**src/rtl/enemy_fleet_ctrl.sv**
```systemverilog
// enemy_fleet_ctrl: marches the enemy fleet side to side, drops it at each bound,
// and reports wave-cleared / fleet-landed status on frame ticks.
module enemy_fleet_ctrl #(
    parameter logic [9:0] LEFT_BOUND  = 10'd8,
    parameter logic [9:0] RIGHT_BOUND = 10'd631,
    parameter logic [9:0] LAND_Y      = 10'd440,
    parameter logic [3:0] DROP_FRAMES = 4'd8
) (
    input  logic       Clk,
    input  logic       Reset,
    input  logic       frame_clk,
    input  logic       start,
    input  logic [9:0] fleet_left_x,
    input  logic [9:0] fleet_right_x,
    input  logic [9:0] fleet_bottom_y,
    input  logic [5:0] alive_count,
    output logic       enemy_direction_X,
    output logic       enemy_direction_Y,
    output logic       delete_enemies,
    output logic       wave_cleared,
    output logic       fleet_landed,
    output logic [3:0] wave_num
);
    typedef enum logic [2:0] {IDLE, MARCH_R, DROP_R, MARCH_L, DROP_L, CLEARED, LANDED} state_t;
    state_t     state_q, state_d;
    logic       frame_clk_d_q, frame_clk_d_d;
    logic       dir_x_q, dir_x_d, dir_y_q, dir_y_d;
    logic       delete_q, delete_d, cleared_q, cleared_d, landed_q, landed_d;
    logic [3:0] wave_num_q, wave_num_d, drop_cnt_q, drop_cnt_d;
    logic       tick, parked, dropping;
    assign tick     = frame_clk & ~frame_clk_d_q;
    assign parked   = (state_q == IDLE) || (state_q == CLEARED) || (state_q == LANDED);
    assign dropping = (state_q == DROP_R) || (state_q == DROP_L);
    always_comb begin
        state_d       = state_q;
        frame_clk_d_d = frame_clk;
        dir_x_d       = dir_x_q;
        dir_y_d       = dir_y_q;
        delete_d      = delete_q;
        cleared_d     = cleared_q;
        landed_d      = landed_q;
        wave_num_d    = wave_num_q;
        drop_cnt_d    = drop_cnt_q;
        if (parked) begin
            if (start) begin
                state_d   = MARCH_R;
                dir_x_d   = 1'b1;
                dir_y_d   = 1'b0;
                delete_d  = 1'b0;
                cleared_d = 1'b0;
                landed_d  = 1'b0;
            end
        end else if (tick) begin
            if (alive_count == 6'd0) begin
                state_d    = CLEARED;
                cleared_d  = 1'b1;
                dir_y_d    = 1'b0;
                wave_num_d = (wave_num_q == 4'd15) ? wave_num_q : wave_num_q + 4'd1;
            end else if (fleet_bottom_y >= LAND_Y) begin
                state_d  = LANDED;
                landed_d = 1'b1;
                delete_d = 1'b1;
                dir_y_d  = 1'b0;
            end else if (dropping) begin
                // bounds are not tested here, so a fleet still past a bound cannot re-reverse
                drop_cnt_d = drop_cnt_q - 4'd1;
                if (drop_cnt_q == 4'd1) begin
                    dir_y_d = 1'b0;
                    state_d = (state_q == DROP_R) ? MARCH_L : MARCH_R;
                end
            end else if (state_q == MARCH_R && fleet_right_x >= RIGHT_BOUND) begin
                state_d    = DROP_R;
                dir_x_d    = 1'b0;
                dir_y_d    = 1'b1;
                drop_cnt_d = DROP_FRAMES;
            end else if (state_q == MARCH_L && fleet_left_x <= LEFT_BOUND) begin
                state_d    = DROP_L;
                dir_x_d    = 1'b1;
                dir_y_d    = 1'b1;
                drop_cnt_d = DROP_FRAMES;
            end
        end
    end
    always_ff @(posedge Clk) begin
        if (Reset) begin
            state_q       <= IDLE;
            frame_clk_d_q <= 1'b0;
            dir_x_q       <= 1'b1;
            dir_y_q       <= 1'b0;
            delete_q      <= 1'b0;
            cleared_q     <= 1'b0;
            landed_q      <= 1'b0;
            wave_num_q    <= 4'd0;
            drop_cnt_q    <= 4'd0;
        end else begin
            state_q       <= state_d;
            frame_clk_d_q <= frame_clk_d_d;
            dir_x_q       <= dir_x_d;
            dir_y_q       <= dir_y_d;
            delete_q      <= delete_d;
            cleared_q     <= cleared_d;
            landed_q      <= landed_d;
            wave_num_q    <= wave_num_d;
            drop_cnt_q    <= drop_cnt_d;
        end
    end
    assign enemy_direction_X = dir_x_q;
    assign enemy_direction_Y = dir_y_q;
    assign delete_enemies    = delete_q;
    assign wave_cleared      = cleared_q;
    assign fleet_landed      = landed_q;
    assign wave_num          = wave_num_q;
endmodule

```
**config.mk**
```make
export PLATFORM = sky130hd
export DESIGN_NAME = enemy_fleet_ctrl
export DESIGN_NICKNAME = d
export VERILOG_FILES = /design/src/rtl/enemy_fleet_ctrl.sv
export SDC_FILE = /design/constraint.sdc
export NUM_CORES = 1
export LEC_CHECK = 0
export CORE_UTILIZATION = 36
export DETAILED_ROUTE_END_ITERATION = 8
export GPL_ROUTABILITY_DRIVEN = 0
export PLACE_DENSITY = 0.75
export SLEW_MARGIN = 20
export SYNTH_ARGS = -nofsm -noshare
export SYNTH_HDL_FRONTEND = slang
export SYNTH_SLANG_ARGS = --single-unit
```
**constraint.sdc**
```tcl
create_clock -name Clk -period 1.9 [get_ports Clk]
set_input_delay 0.475 -clock Clk [delete_from_list [all_inputs] [get_ports Clk]]
set_output_delay 0.475 -clock Clk [all_outputs]
set_load 0.02 [all_outputs]
```
== Word-level counts from Yosys, hierarchy flattened ==
Index checks and enable logic that the tools add are counted.

* Equal/unequal tests: 13
* Add/subtract/negate cells: 2
* Bitwise gates (word level): 6
* Order comparisons: 3
* Mux-type cells: 36
* Reduce and logical (&&, ||, !) cells: 19

{| class="wikitable"
|+ Operator list
! operator !! number
|-
| 3-bit 2-to-1 mux || 9
|-
| 1-bit 2-to-1 mux || 23
|-
| 4-bit 2-to-1 mux || 3
|-
| 4-bit AND reduction || 3
|-
| 10-bit >= comparator (second input constant) || 1
|-
| 10-bit by 9-bit >= comparator with 1-bit output (second input constant) || 1
|-
| 10-bit by 4-bit <= comparator with 1-bit output (second input constant) || 1
|-
| 3-bit == test (second input constant) || 3
|-
| 2-bit inequality test (second input constant) || 4
|-
| 3-bit by 2-bit == test with 1-bit output (second input constant) || 2
|-
| 6-bit logical NOT || 1
|-
| 6-bit AND reduction || 1
|-
| 2-bit nonzero test || 3
|-
| 3-bit nonzero test || 2
|-
| 6-bit nonzero test || 1
|-
| 5-bit by 2-bit inequality test with 1-bit output (second input constant) || 1
|-
| 1-bit inverter || 5
|-
| 5-bit AND reduction || 1
|-
| 4-bit by 1-bit adder with 4-bit output (second input constant) || 1
|-
| 4-bit by 1-bit == test with 1-bit output (second input constant) || 1
|-
| 4-bit == test (second input constant) || 1
|-
| 4-bit by 1-bit subtractor with 4-bit output (second input constant) || 1
|-
| 3-bit by 1-bit == test with 1-bit output (second input constant) || 1
|-
| 3-bit logical NOT || 1
|-
| 5 further kinds || 8
|}

* Logic and storage cells: 87
* Bits in registers: 16
* Output and inout bits: 9
* Bits of input ports: 40

== Depth between registers and ports, before layout ==
Gate-level depths: netlist of the first run.

* Word-level depth: 9
* Mapped depth: 6
* Depth with buffers taken out: 6

== Worst setup path after synthesis of the first run ==
Ideal clock, no wire load.

* Path kind: in2reg
* From: input fleet_bottom_y[5]
* To: register state_q[1]
* Slack: -0.081 ns
* Setup time: 0.121 ns
* Data required time: 1.779 ns
* Arrival time: 1.860 ns
* Stages on the path: 5
* Path buffers: 0
* Path through: a31o_2 a31oi_2 nand4_1 o211ai_1 mux2_2

* Word-level cells in the longest chain between the ends: 5
* Elaborated cells between the ends (all ways): 8
* Those cells by class: order compare: 1; eq/ne: 1; mux: 4; reduce/logical: 2

{| class="wikitable"
|+ Ends and longest elaborated chain
! element !! line !! RTL
|-
| start, declared || 15 || <nowiki>input logic [9:0] fleet_bottom_y,</nowiki>
|-
| 10-bit by 9-bit >= comparator with 1-bit output * || 59 || <nowiki>end else if (fleet_bottom_y >= LAND_Y) begin</nowiki>
|-
| 3-bit 2-to-1 mux || 59 ||
|-
| 3-bit 2-to-1 mux || 54 || <nowiki>if (alive_count == 6'd0) begin</nowiki>
|-
| 3-bit 2-to-1 mux || 53 || <nowiki>end else if (tick) begin</nowiki>
|-
| 3-bit 2-to-1 mux || 44 || <nowiki>if (parked) begin</nowiki>
|-
| end signal, assigned || 96 || <nowiki>state_q <= state_d;</nowiki>
|-
| end, declared || 25 || <nowiki>state_t state_q, state_d;</nowiki>
|}

Mark *: on every way between the ends. The rest lies on a longest branch, timed or not. The select of a mux whose other input is x is not followed.
A chain may end at the register's enable or synchronous reset.

== Final worst setup path of the first run ==
* From: input fleet_bottom_y[7]
* To: register state_q[1]

Same word-level chain as after synthesis.

==> results of run 1 <==
-- worst max-delay path by stage --
stage,end,slack (ns),cells past startpoint
after floorplan,state_q[1],0.006,5
after global placement,state_q[1],-0.42,6
after detailed placement,state_q[1],-0.61,7
after CTS,state_q[0],0.02,7
after global routing,state_q[2],-0.09,7
final,state_q[1],-0.01,5
-- stage by stage --
stage | instance area, um2 | power [mW] | worst slack (ns) | hold WS [ns]
6_report | 1860 | 1.59 | -0.0111 | 0.474
5_1_grt | 1860 | 1.69 | -0.0881 | 0.469
4_1_cts | 1780 | 1.50 | 0.0154 | 0.531
3_5_place_dp | 1680 | 1.20 | -0.606 | 0.514
3_3_place_gp | 1680 | 1.18 | -0.423 | 0.503
2_1_floorplan | 1030 | 0.830 | 0.00570 | 0.483
-- sequential cells by signal, indices dropped and copies added, names as in the netlist --
signal / flops
drop_cnt_q: 4
enemy_direction_X: 1
enemy_direction_Y: 1
fleet_landed: 1
frame_clk_d_q: 1
state_q: 3
wave_cleared: 1
wave_num: 4
-- cell usage in the layout, fill, tap and decap left out, types with 3 or more instances in the layout --
cell type,instances
nand3_1,3
clkbuf_4,3
nand2_1,6
clkdlybuf4s15_1,3
dlygate4sd2_1,9
buf_4,33
inv_1,5
dlymetal6s2s_1,5
a21o_1,4
clkdlybuf4s50_1,28
nor2_1,13
ha_1,3
nand2b_1,3
nand4_1,6
o31ai_1,3
nor2b_1,5
dfxtp_1,13
nor3_1,3
a21oi_1,3
-- power by group through the flow --
stage / registers, mW / clock network (mW) / logic (mW)
2_1_floorplan: 0.421 / 0 / 0.410
3_3_place_gp: 0.430 / 0 / 0.748
3_5_place_dp: 0.431 / 0 / 0.767
4_1_cts: 0.425 / 0.235 / 0.836
5_1_grt: 0.445 / 0.251 / 0.993
6_report: 0.444 / 0.227 / 0.924
-- cell families after synthesis --
family / Yosys count / share of synthesized area [%]
AOI/OAI and AO/OA: 31 / 24.6
xor gates and xnor gates: 3 / 2.58
adders and majority gates: 3 / 3.69
buffers and inverters: 9 / 3.81
DFF: 16 / 31.4
muxes: 5 / 5.28
and+or+nand+nor: 53 / 28.6
-- what timing repair did --
item,CTS,global route
buffers inserted,5,4
pin swaps,9,11
gates resized for setup,22,18
endpoints found under the hold margin,0,0
hold buffers,0,0
setup endpoints to repair,7,10
-- per-layer routing --
| metal | vias to the layer above | wire length, um |
|---|---|---|
| met2 | 50 | 1790 |
| met3 | 10 | 193 |
| li1 | 609 | - |
| met1 | 606 | 1470 |
| met5 | - | 0 |
| met4 | 0 | 99 |
-- final cells by class --
cell class	count	area (um2)	share of cell area (%)
inverter	5	18.8	1.01
multi-input combinational	95	746	40.0
tap	30	37.5	2.01
clock buffer	4	36.3	1.95
sequential	16	327	17.5
timing repair buffer	78	699	37.5
==> key figures, run 1 <==
Final layout
  • Syn-to-layout area delta: 83.0%
  • Final Util: 72.6%
  • Nets: 242
  • Share of cells above drive strength 1: 29.3%
  • Fill cell count: 188
  • Filler-free cell count of the finished design: 228
  • Antenna diode count: 0

Setup path
  • Worst Setup Start Kind: input port
  • CP endpoint kind: flip-flop
  • Setup Crit Path Kind: input port to flip-flop
  • Cell family with most CP delay: compound AO/OA/AOI/OAI gates
  • Critical R2R Launch: state_q[1]
  • Critical R2R Capture: state_q[1]
  • Critical path startpoint: fleet_bottom_y[7]
  • Worst path buffer plus inverter count: 1
  • CP Data Arrival Time: 2.10 ns
  • Slowest stage delay, CP: 0.44 ns
  • CP max stage cell: clkdlybuf4s50_1
  • Critical path cell sequence: clkdlybuf4s50_1 > a31oi_4 > nand4_1 > o211ai_1 > mux2_4
  • Depth of the most critical reg-to-reg path: 5
  • R2r setup slk: 0.06 ns
  • WP data required: 2.08 ns
  • CP Max Fanout: 7

Place
  • Port-buffer cells: 45
  • Dpl cells: 215
  • Post-DP HPWL: 2.40 mm

Yosys
  • Synth Instances: 120
  • Post-synth EDFFs: 0
  • Syn. warnings: 0
  • Area contributors post-synth: dfxtp_1 (31%), nor2_1 (5.2%), ha_1 (3.7%)
  • Top cell type's share of synthesized area: 31.4%
  • Most common library cells after synthesis: dfxtp_1 (16), nor2_1 (14), nand2_1 (7)
  • Post-synthesis sequential area ratio: 31.4%
  • Top FF cell, synth: dfxtp_1
  • Syn Area/Cell: 8.49 um2
  • Synthesized Nets: 163
  • Biggest area consumer among synthesized cells: dfxtp_1
  • Most common cell in the netlist: dfxtp_1
  • Synth Register Bits: 16
  • Cell Area, Synth: 1020 um2
  • Asr flop ratio synth: 0%
  • Yosys cell types: 46

Power
  • Internal power: 1.01 mW
  • Lkg Pwr: 0.815 nW
  • Clock share of power: 14.2%
  • Max VDD drop: 0.900 mV
  • P per Cell Area: 855 nW/um2
  • P_sw: 588 uW
  • Comb pwr share: 57.9%
  • Seq pwr share: 27.8%
  • Sw Share: 36.9%

Status
  • Outcome: finished with violations
  • Failing checks: negative setup slack

Global route
  • Initial antenna violation count: 0
  • Met2 usage: 40.4%
  • First-pass GRT wire length: 5.18 mm
  • Congestion Overflow GR: 0
  • All-Layer GR Usage: 23.9%
  • M1 GR Usage: 28.8%
  • Vias in the first global route: 1168
  • Largest net degree at the start of global routing: 10
  • M3 GR Usage: 6.83%
  • GRT Max-Usage Layer: met2

Detailed routing
  • ANT nets after route: 0
  • Drt wl/cell: 15.6 um
  • Via density per instance: 5.59
  • Initial DRC count: 26
  • Remaining DRCs: 0
  • Final WL: 3.55 mm
  • Vias: 1275
  • Initial DRT Pass Iterations: 4

Floorplan
  • DIE HEIGHT: 55.2 um
  • CORE AREA: 2570 um2
  • Die span in x: 55.2 um
  • FP Rows: 18
  • DIE AREA: 3050 um2
  • # IOs: 49
  • Initial core utilization: 39.7%

Timing
  • Worst-Margin Slew: 0.355 ns
  • Final setup TNS: -0.0136 ns
  • Slew Limit Fails: 0
  • Final count of hold timing violations: 0
  • Worst-case clock skew: 0.00301 ns
  • Max-slew headroom: 76.2%
  • F_max: 523 MHz
  • Final Worst Setup Slack: -0.0111 ns
  • Setup violations, final: 2
  • Period Utilization, post-route: 101%
  • Final min period: 1.91 ns

Clocking
  • CTS Buf Count: 3
  • Clk Latency, worst-skew pair: 0.29 ns
  • H-tree levels: 1
  • Clk root buf: clkbuf_4
  • Clock Path Buffers: 2
  • CTS sink cnt: 16
  • CTS tree: done
  • Reg clk slew, reported paths: 0.10 ns

Worst hold path
  • Hold Crit Depth: 2
  • HP Class: input port to flip-flop
  • Hold Path Sink: frame_clk_d_q
  • Hold path start: frame_clk

Job
  • MaxCap Viol Count: 0
Note: power is estimated with default switching activity, not from simulation.
==> run 2: changes to the inputs <==
- CORE_ASPECT_RATIO: unset -> 0.6
==> run 2 against run 1 <==
Compared with the run above:
- the flow finishes with violations (design-rule violations)
- maximum frequency up 2.5%
- wire length down 4.0%
- clock skew down 0.0026 ns
- worst hold slack better by 0.049 ns
- core utilization down 3.2 points
- critical path depth up 2
- register-to-register slack better by 0.05 ns
- final area down 3.4%
- die area up 0.22%
- sequential power up 1%
==> key figures, run 2 (synthesis gave the netlist of run 1 again) <==
Timing
  • Slew Limit Fails: 0 (unchanged)
  • Max-slew headroom: 78.5% (+2.3 points)
  • Final count of hold timing violations: 0 (unchanged)
  • Worst-case clock skew: 0.000413 ns (-0.00260 ns)
  • Setup violations, final: 0 (-2)
  • Worst-Margin Slew: 0.320 ns (-0.0353 ns)
  • F_max: 536 MHz (+2.5%)
  • Period Utilization, post-route: 98.1% (-2.4 points)
  • Final min period: 1.86 ns (-0.0465 ns)
  • Final setup TNS: 0 ns (+0.0136 ns)
  • Final Worst Setup Slack: 0.0354 ns (+0.0465 ns)

Global route
  • Congestion Overflow GR: 0 (unchanged)
  • Vias in the first global route: 1181 (+1.1%)
  • Initial antenna violation count: 0 (unchanged)
  • Largest net degree at the start of global routing: 13 (+3)
  • First-pass GRT wire length: 5.23 mm (+0.95%)
  • All-Layer GR Usage: 22.8% (-1.1 points)

Floorplan
  • DIE HEIGHT: 43.2 um (-22%)
  • DIE AREA: 3050 um2 (+0.22%)
  • Initial core utilization: 39.3% (-0.38 points)
  • FP Rows: 14 (-4)
  • CORE AREA: 2590 um2 (+0.97%)
  • Die span in x: 70.7 um (+28%)
  • # IOs: 49 (unchanged)

Setup path
  • Critical R2R Capture: drop_cnt_q[2]
  • Cell family with most CP delay: compound AO/OA/AOI/OAI gates
  • Worst Setup Start Kind: input port
  • Critical path cell sequence: dlygate4sd2_1 > nor4bb_2 > a211o_1 > a21o_1 > buf_4 > o21ba_2 > o221a_2
  • Setup Crit Path Kind: input port to flip-flop
  • CP Max Fanout: 4 (-3)
  • CP endpoint kind: flip-flop
  • WP data required: 2.04 ns (-0.04 ns)
  • Worst path buffer plus inverter count: 2 (+1)
  • CP max stage cell: a211o_1
  • Slowest stage delay, CP: 0.30 ns (-0.14 ns)
  • CP Data Arrival Time: 2.00 ns (-0.10 ns)
  • R2r setup slk: 0.11 ns (+0.05 ns)
  • Depth of the most critical reg-to-reg path: 5 (unchanged)
  • Critical R2R Launch: state_q[1]

Place
  • Post-DP HPWL: 2.54 mm (+5.8%)
  • DP Worst Slack: -0.532 ns (+0.0736 ns)
  • Port-buffer cells: 45 (unchanged)
  • Dpl cells: 216 (+0.47%)

Clocking
  • Clk root buf: clkbuf_8
  • CTS tree: done
  • Clk Latency, worst-skew pair: 0.25 ns (-0.04 ns)
  • H-tree levels: 1 (unchanged)
  • Hold buffers post-CTS: 0 (unchanged)
  • Reg clk slew, reported paths: 0.06 ns (-0.04 ns)
  • CTS sink cnt: 16 (unchanged)
  • CTS Buf Count: 3 (unchanged)
  • Clock Path Buffers: 2 (unchanged)

Worst hold path
  • Hold Crit Depth: 2 (unchanged)
  • HP Class: flip-flop to flip-flop
  • Hold Path Sink: enemy_direction_X
  • Hold path start: enemy_direction_X

Final layout
  • Filler-free cell count of the finished design: 224 (-1.8%)
  • Syn-to-layout area delta: 76.8%
  • Most common cell after layout, fill and taps aside: buf_4
  • Antenna diode count: 0 (unchanged)
  • Share of cells above drive strength 1: 28.1% (-1.2 points)
  • Nets: 237 (-2.1%)
  • Most frequent cells in the layout: buf_4 (28), clkdlybuf4s50_1 (21), nor2_1 (14)

Job
  • MaxCap Viol Count: 0 (unchanged)

Status
  • Outcome: finished with violations
  • Failing checks: design-rule violations

Detailed routing
  • Initial DRC count: 85 (+230%)
  • ANT nets after route: 0 (unchanged)
  • Via density per instance: 5.63 (+0.59%)
  • Vias: 1260 (-1.2%)
  • Drt wl/cell: 15.2 um (-2.3%)
  • Initial DRT Pass Iterations: 6 (+2)
  • Remaining DRCs: 2 (+2)
  • Final WL: 3.41 mm (-4.0%)

Power
  • Lkg Pwr: 0.820 nW (+0.68%)
  • Total power: 1.53 mW (-4.3%)
  • P per Cell Area: 848 nW/um2 (-0.87%)
  • Max VDD drop: 0.421 mV (-53%)
==> run 2: what timing repair did <==
action | CTS | global route
gates cloned | 0 | 0
endpoints found under the setup margin | 11 | 10
gates resized for setup | 20 | 27
pin swaps | 12 | 14
setup buffers | 5 | 0
==> run 2: power by group <==
part	switching [mW]	internal (mW)
registers	0.0658	0.383
logic	0.360	0.465
clock network	0.112	0.141
total	0.538	0.989
==> run 2: tightest hold or removal path, stage by stage (launching register included) <==
cell	delay, ns
dfxtp_1	0.31
nor2_1	0.10
a21oi_1	0.07
==> run 2: final cells by class <==
cell class | instances | area [um2]
fill | 200 | 792
multi-input combinational | 95 | 721
timing repair buffer | 73 | 656
sequential | 16 | 324
clock buffer | 3 | 41.3
tap | 32 | 40.0
inverter | 5 | 18.8
==> run 2: how the worst max path moves through the flow <==
| stage | startpoint | end | cells past startpoint |
|---|---|---|---|
| 3_3_place_gp | fleet_right_x[9] | state_q[1] | 7 |
| 2_1_floorplan | fleet_bottom_y[5] | state_q[1] | 5 |
| 3_5_place_dp | fleet_right_x[9] | state_q[1] | 7 |
| 6_report | fleet_right_x[1] | drop_cnt_q[3] | 7 |
| 5_1_grt | fleet_bottom_y[3] | state_q[1] | 6 |
| 4_1_cts | fleet_right_x[8] | drop_cnt_q[3] | 7 |
==> run 2: routing by layer <==
metal | part of all wire [%] | up-vias | routed length (um) | global-route usage, %
li1 | - | 604 | - | -
met1 | 43 | 584 | 1460 | 26.4
met2 | 48 | 64 | 1630 | 41.9
met3 | 7.9 | 8 | 270 | 6.89
met4 | 1.6 | 0 | 53 | 4.80
met5 | 0 | - | 0 | 0
==> run 2: through the flow <==
stage,hold slack (ns),cell area [um2],utilization [%]
floorplan,0.483,1030,-
global placement,0.507,1670,64.4
detailed placement,0.517,1670,64.4
CTS,0.528,1760,68.0
global route,0.546,1800,69.4
finish,0.523,1800,69.4
==> variant 1: new RTL, settings of run 1 <==
Register the output `wave_num` once more, cleared by the reset; this adds one clock of latency there. The other outputs are not delayed to match.
--- a/src/rtl/enemy_fleet_ctrl.sv
+++ b/src/rtl/enemy_fleet_ctrl.sv
@@ -109,6 +109,12 @@
     assign delete_enemies    = delete_q;
     assign wave_cleared      = cleared_q;
     assign fleet_landed      = landed_q;
-    assign wave_num          = wave_num_q;
+    always_ff @(posedge Clk) begin
+        if (Reset) begin
+            wave_num <= '0;
+        end else begin
+            wave_num <= wave_num_q;
+        end
+    end
 endmodule
 
Function: changed (Yosys sat finds a counterexample within 4 cycles, from zero or initial values and one cycle with Reset high).
==> variant 1 against run 1 <==
Setup slack improved by 52 ps; sequential cell count increased by 4; final area is 3.6% higher; synthesized area up 16%; utilization is 9.8 points lower; total power grew 5.7%; wire length shrank 5.7%; hold slack better by 27 ps; final cell count up 8.3%; clock skew fell by 1.7 ps; register-to-register slack improved by 30 ps; critical endpoint is now state_q[2]; largest power group unchanged; highest routed layer unchanged.
==> variant 1: results (changes against run 1) <==
clockBufferDepth: 2  # unchanged
crit_slowest_cell: "clkdlybuf4s50_1"
dpl.hpwl_um: 2540  # +5.7%
grt_max_degree: 13  # +3
rrSetupSlack_ps: 90  # +30 ps
cts_root_buf: "clkbuf_4"
fin_skew_ps: 1.26  # -1.74 ps
maxSlewHeadroom_pct: 77.3  # +1.1 points
peakVddDrop_uv: 578  # -36%
grtUsageMet2_pct: 36.4  # -3.9 points
yosys-top-cells-count: "20 x dfxtp_1, 11 x nand2_1, 10 x nor2_1"
dp.cells: 242  # +13%
synthTopCellsByArea: "dfxtp_1 34%, nand2_1 3.5%, a21oi_1 3.4%"
placed_area_um2: 1820  # +8.4%
wl_met3_um: 244  # +26%
nets: 247  # +2.1%
outcome: "completed"
cts-resized-gates: 4  # -82%
ys_types: 54  # +17%
grt.met1_usage_pct: 23.3  # -5.5 points
path_clk_slew_ps: 120  # +20 ps
drt_iter0_drc: 37  # +42%
cp_max_fo: 4  # -3
syn_area_per_cell_um2: 8.67  # +2.1%
wl_per_cell_um: 13.6  # -13%
grt_pass1_wl_um: 5350  # +3.2%
wl_met2_um: 1640  # -8.0%
leakage_nw: 0.750  # -8.0%
dominantRegCellSynth: "dfxtp_1"
drive_gt1_share_pct: 21.7  # -7.6 points
arrival_ps: 2100  # about the same
hold_path.class: "reg -> reg"
ys_seq_area_share_pct: 34.0  # +2.5 points
grt_usage_pct: 20.1  # -3.8 points
drt_wl_total_um: 3350  # -5.7%
fill_cells: 265  # +41%
maxUsedRoutingLayer: "met4"
swShare_pct: 34.9  # -2.0 points
htree_levels: 1  # unchanged
post_cts_buffers: 1  # -4
use_met3_pct: 3.49  # -3.3 points
clk_latency_ps: 300
antenna_found_initial: 0  # unchanged
grt_pass1_vias: 1257  # +7.6%
synthArstFlopShare_pct: 0  # unchanged
syn_nets: 179  # +9.8%
critPathMaxStageDelay_ps: 450
wl_met1_um: 1380  # -6.5%
vias_per_cell: 5.36  # -4.1%
[variant 1: worst paths after layout]
| kind | start | to | depth (start not counted) |
|---|---|---|---|
| hold / removal | drop_cnt_q[2] | drop_cnt_q[2] | 2 |
| hold reg to reg | drop_cnt_q[2] | drop_cnt_q[2] | 2 |
| setup / recovery | fleet_right_x[8] | state_q[2] | 6 |
| setup reg to reg | state_q[2] | drop_cnt_q[3] | 5 |
[variant 1: final cells by class]
type	count	area (um^2)	area share, %
Clock inverter	1	30.0	1.55
Timing Repair Buffer	69	637	33.0
Inverter	4	15.0	0.777
Multi-Input combinational cell	106	769	39.8
Tap cell	44	55.1	2.85
Clock buffer	3	22.5	1.17
Sequential cell	20	403	20.9
[variant 1: power groups by stage]
stage / sequential (W) / combinational, W / clock, W
2_1_floorplan: 0.000489 / 0.000487 / 0
3_3_place_gp: 0.000501 / 0.000719 / 0
6_report: 0.000506 / 0.000826 / 0.000354
4_1_cts: 0.000497 / 0.000770 / 0.000362
5_1_grt: 0.000511 / 0.000897 / 0.000383
3_5_place_dp: 0.000504 / 0.000736 / 0
[variant 1: metrics by stage]
| stage | setup slack, ps | hold WS, ps | util (%) | setup TNS [ps] |
|---|---|---|---|---|
| final | 41.0 | 501 | 62.8 | 0 |
| after global routing | -17.1 | 527 | 62.8 | -17.1 |
| after CTS | 3.59 | 502 | 61.4 | 0 |
| after detailed placement | -442 | 482 | 59.0 | -3820 |
| after global placement | -410 | 465 | 59.0 | -3110 |
| after floorplan | 61.8 | 450 | - | 0 |
[variant 1: cell families after synthesis]
family          count (synthesis)  share of synthesized area (%)
xor+xnor                        4                           2.97
compound gates                 39                           24.7
flops                          20                           34.0
mux                             4                           3.40
buf+inv                        10                           4.78
simple gates                   56                           27.0
fa+ha+maj                       3                           3.19
==> variant 2: new RTL, config.mk and constraints of run 1 <==
Without the edit above. The parameter `RIGHT_BOUND` goes from 10'd631 to 10'd315.
--- a/src/rtl/enemy_fleet_ctrl.sv
+++ b/src/rtl/enemy_fleet_ctrl.sv
@@ -2,7 +2,7 @@
 // and reports wave-cleared / fleet-landed status on frame ticks.
 module enemy_fleet_ctrl #(
     parameter logic [9:0] LEFT_BOUND  = 10'd8,
-    parameter logic [9:0] RIGHT_BOUND = 10'd631,
+    parameter logic [9:0] RIGHT_BOUND = 10'd315,
     parameter logic [9:0] LAND_Y      = 10'd440,
     parameter logic [3:0] DROP_FRAMES = 4'd8
 ) (
Behaviour: not the same (a bounded check fails within 4 cycles, from zero or initial values and one cycle with Reset high).
==> variant 2 against run 1 <==
The run still ends with negative setup slack left; wire length up 0.84%; clock power rose by 3%; synthesized area is 1.7% higher; maximum frequency grew 0.43%; largest power group unchanged; setup slack improved by 8.1 ps; final area rose by 2.9%; sequential cell count unchanged; total power rose by 27%.
==> variant 2: results (changes against run 1) <==
worst_pin_slew_ps: 357  # +1.50 ps
grt_pass1_vias: 1312  # +12%
min_from: "frame_clk"
worstRegToRegCells: 7  # +2
finalSetupViolCount: 1  # -1
vias: 1249  # -2.0%
rows: 19  # +1
fill_cells: 212  # +13%
clockBufferDepth: 2  # unchanged
yosys-top-cells-count: "18 x nor2_1, 16 x dfxtp_1, 11 x a21oi_1"
ys_seq_area_share_pct: 30.9  # -0.53 points
outcome: "finished, violations left"
timing.rr.end: "state_q[2]"
dominantRegCellSynth: "dfxtp_1"
syn_nets: 168  # +3.1%
synthTopCellsByArea: "dfxtp_1 31%, nor2_1 6.5%, a21oi_1 5.3%"
grt_usage_pct: 23.9  # about the same
grtUsageMet2_pct: 46.5  # +6.1 points
vias_per_cell: 5.43  # -2.9%
fin_ws_ps: -2.95  # +8.13 ps
tritoncts.num_buffers: 3  # unchanged
preCtsSetupSlack_ps: -525  # +80.6 ps
drive_gt1_share_pct: 36.2  # +6.9 points
finalHoldViolations: 0  # unchanged
path_class: "reg -> reg"
nets: 243  # +0.41%
path_clk_slew_ps: 100  # about the same
dr.pass1.iters: 4  # unchanged
hold_path.class: "in -> reg"
fin_skew_ps: 1.53  # -1.48 ps
drt_iter0_drc: 26  # unchanged
syn_area_per_cell_um2: 8.29  # -2.3%
use_met3_pct: 4.42  # -2.4 points
grt.met1_usage_pct: 24.4  # -4.4 points
cts_root_buf: "clkbuf_4"
violations: "negative setup slack"
dp.cells: 220  # +2.3%
cp_max_fo: 8  # +1
antenna_found_initial: 0  # unchanged
dpl.hpwl_um: 2450  # +2.2%
drt_wl_total_um: 3580  # +0.84%
peakVddDrop_uv: 681  # -24%
r2r_start: "state_q[2]"
synthArstFlopShare_pct: 0  # unchanged
grt_pass1_wl_um: 5820  # +12%
ys_types: 40  # -13%
num_antenna_cells: 0  # unchanged
leakage_nw: 0.816  # +0.13%
-- variant 2: repair_timing --
| item | 4_1_cts | 5_1_grt |
|---|---|---|
| setup buffers | 4 | 3 |
| setup endpoints to repair | 8 | 11 |
| resized for setup | 48 | 17 |
| pin swaps | 18 | 6 |
| gates cloned | 0 | 0 |
| hold buffers | 0 | 0 |
-- variant 2: cells by family after synthesis --
| logic type | share of synthesized area (%) |
|---|---|
| compound gates | 20.0 |
| xor+xnor | 6.64 |
| fa+ha+maj | 3.62 |
| buf+inv | 3.38 |
| flops | 30.9 |
| mux | 5.92 |
| simple gates | 29.5 |
-- variant 2: critical path, cell delays in order, from the launching register on --
cell and delay (ps):
dfxtp_4 390, or2b_4 280, mux2_4 290, mux2i_4 200, a221oi_4 200, buf_6 160
mux2i_1 200, nor2_1 70
-- variant 2: power by group --
part | total, W | switching (W) | internal, W
clock network | 0.000233 | 0.000116 | 0.000117
registers | 0.000456 | 0.0000605 | 0.000395
logic | 0.00133 | 0.000625 | 0.000705
-- variant 2: routing by layer --
layer	part of all wire (%)	up-vias	wire, um
li1	-	596	-
met1	38	604	1370
met2	55	40	1990
met3	4.2	9	150
met4	2.2	0	79
met5	0	-	0
-- variant 2: metrics by stage --
stage / setup TNS, ps / hold slack (ps) / area, um^2
CTS: -16.3 / 501 / 1820
detailed placement: -4830 / 473 / 1700
global placement: -4270 / 484 / 1700
finish: -2.95 / 461 / 1920
floorplan: 0 / 483 / 1050
global route: -145 / 484 / 1920
-- variant 2: cell type report --
class                      instances  area, um^2  share of cell area [%]
multi-input combinational        101         853                    44.5
sequential                        16         325                    17.0
inverter                           4        15.0                   0.783
clock buffer                       4        36.3                    1.89
timing repair buffer              74         649                    33.9
tap                               31        38.8                    2.02
-- variant 2: how the worst min path moves through the flow --
stage / end / slack [ps] / depth (start not counted)
6_report: frame_clk_d_q / 460 / 2
5_1_grt: frame_clk_d_q / 480 / 2
4_1_cts: wave_cleared / 500 / 2
3_5_place_dp: wave_cleared / 470 / 2
3_3_place_gp: wave_cleared / 480 / 2
2_1_floorplan: drop_cnt_q[0] / 480 / 2
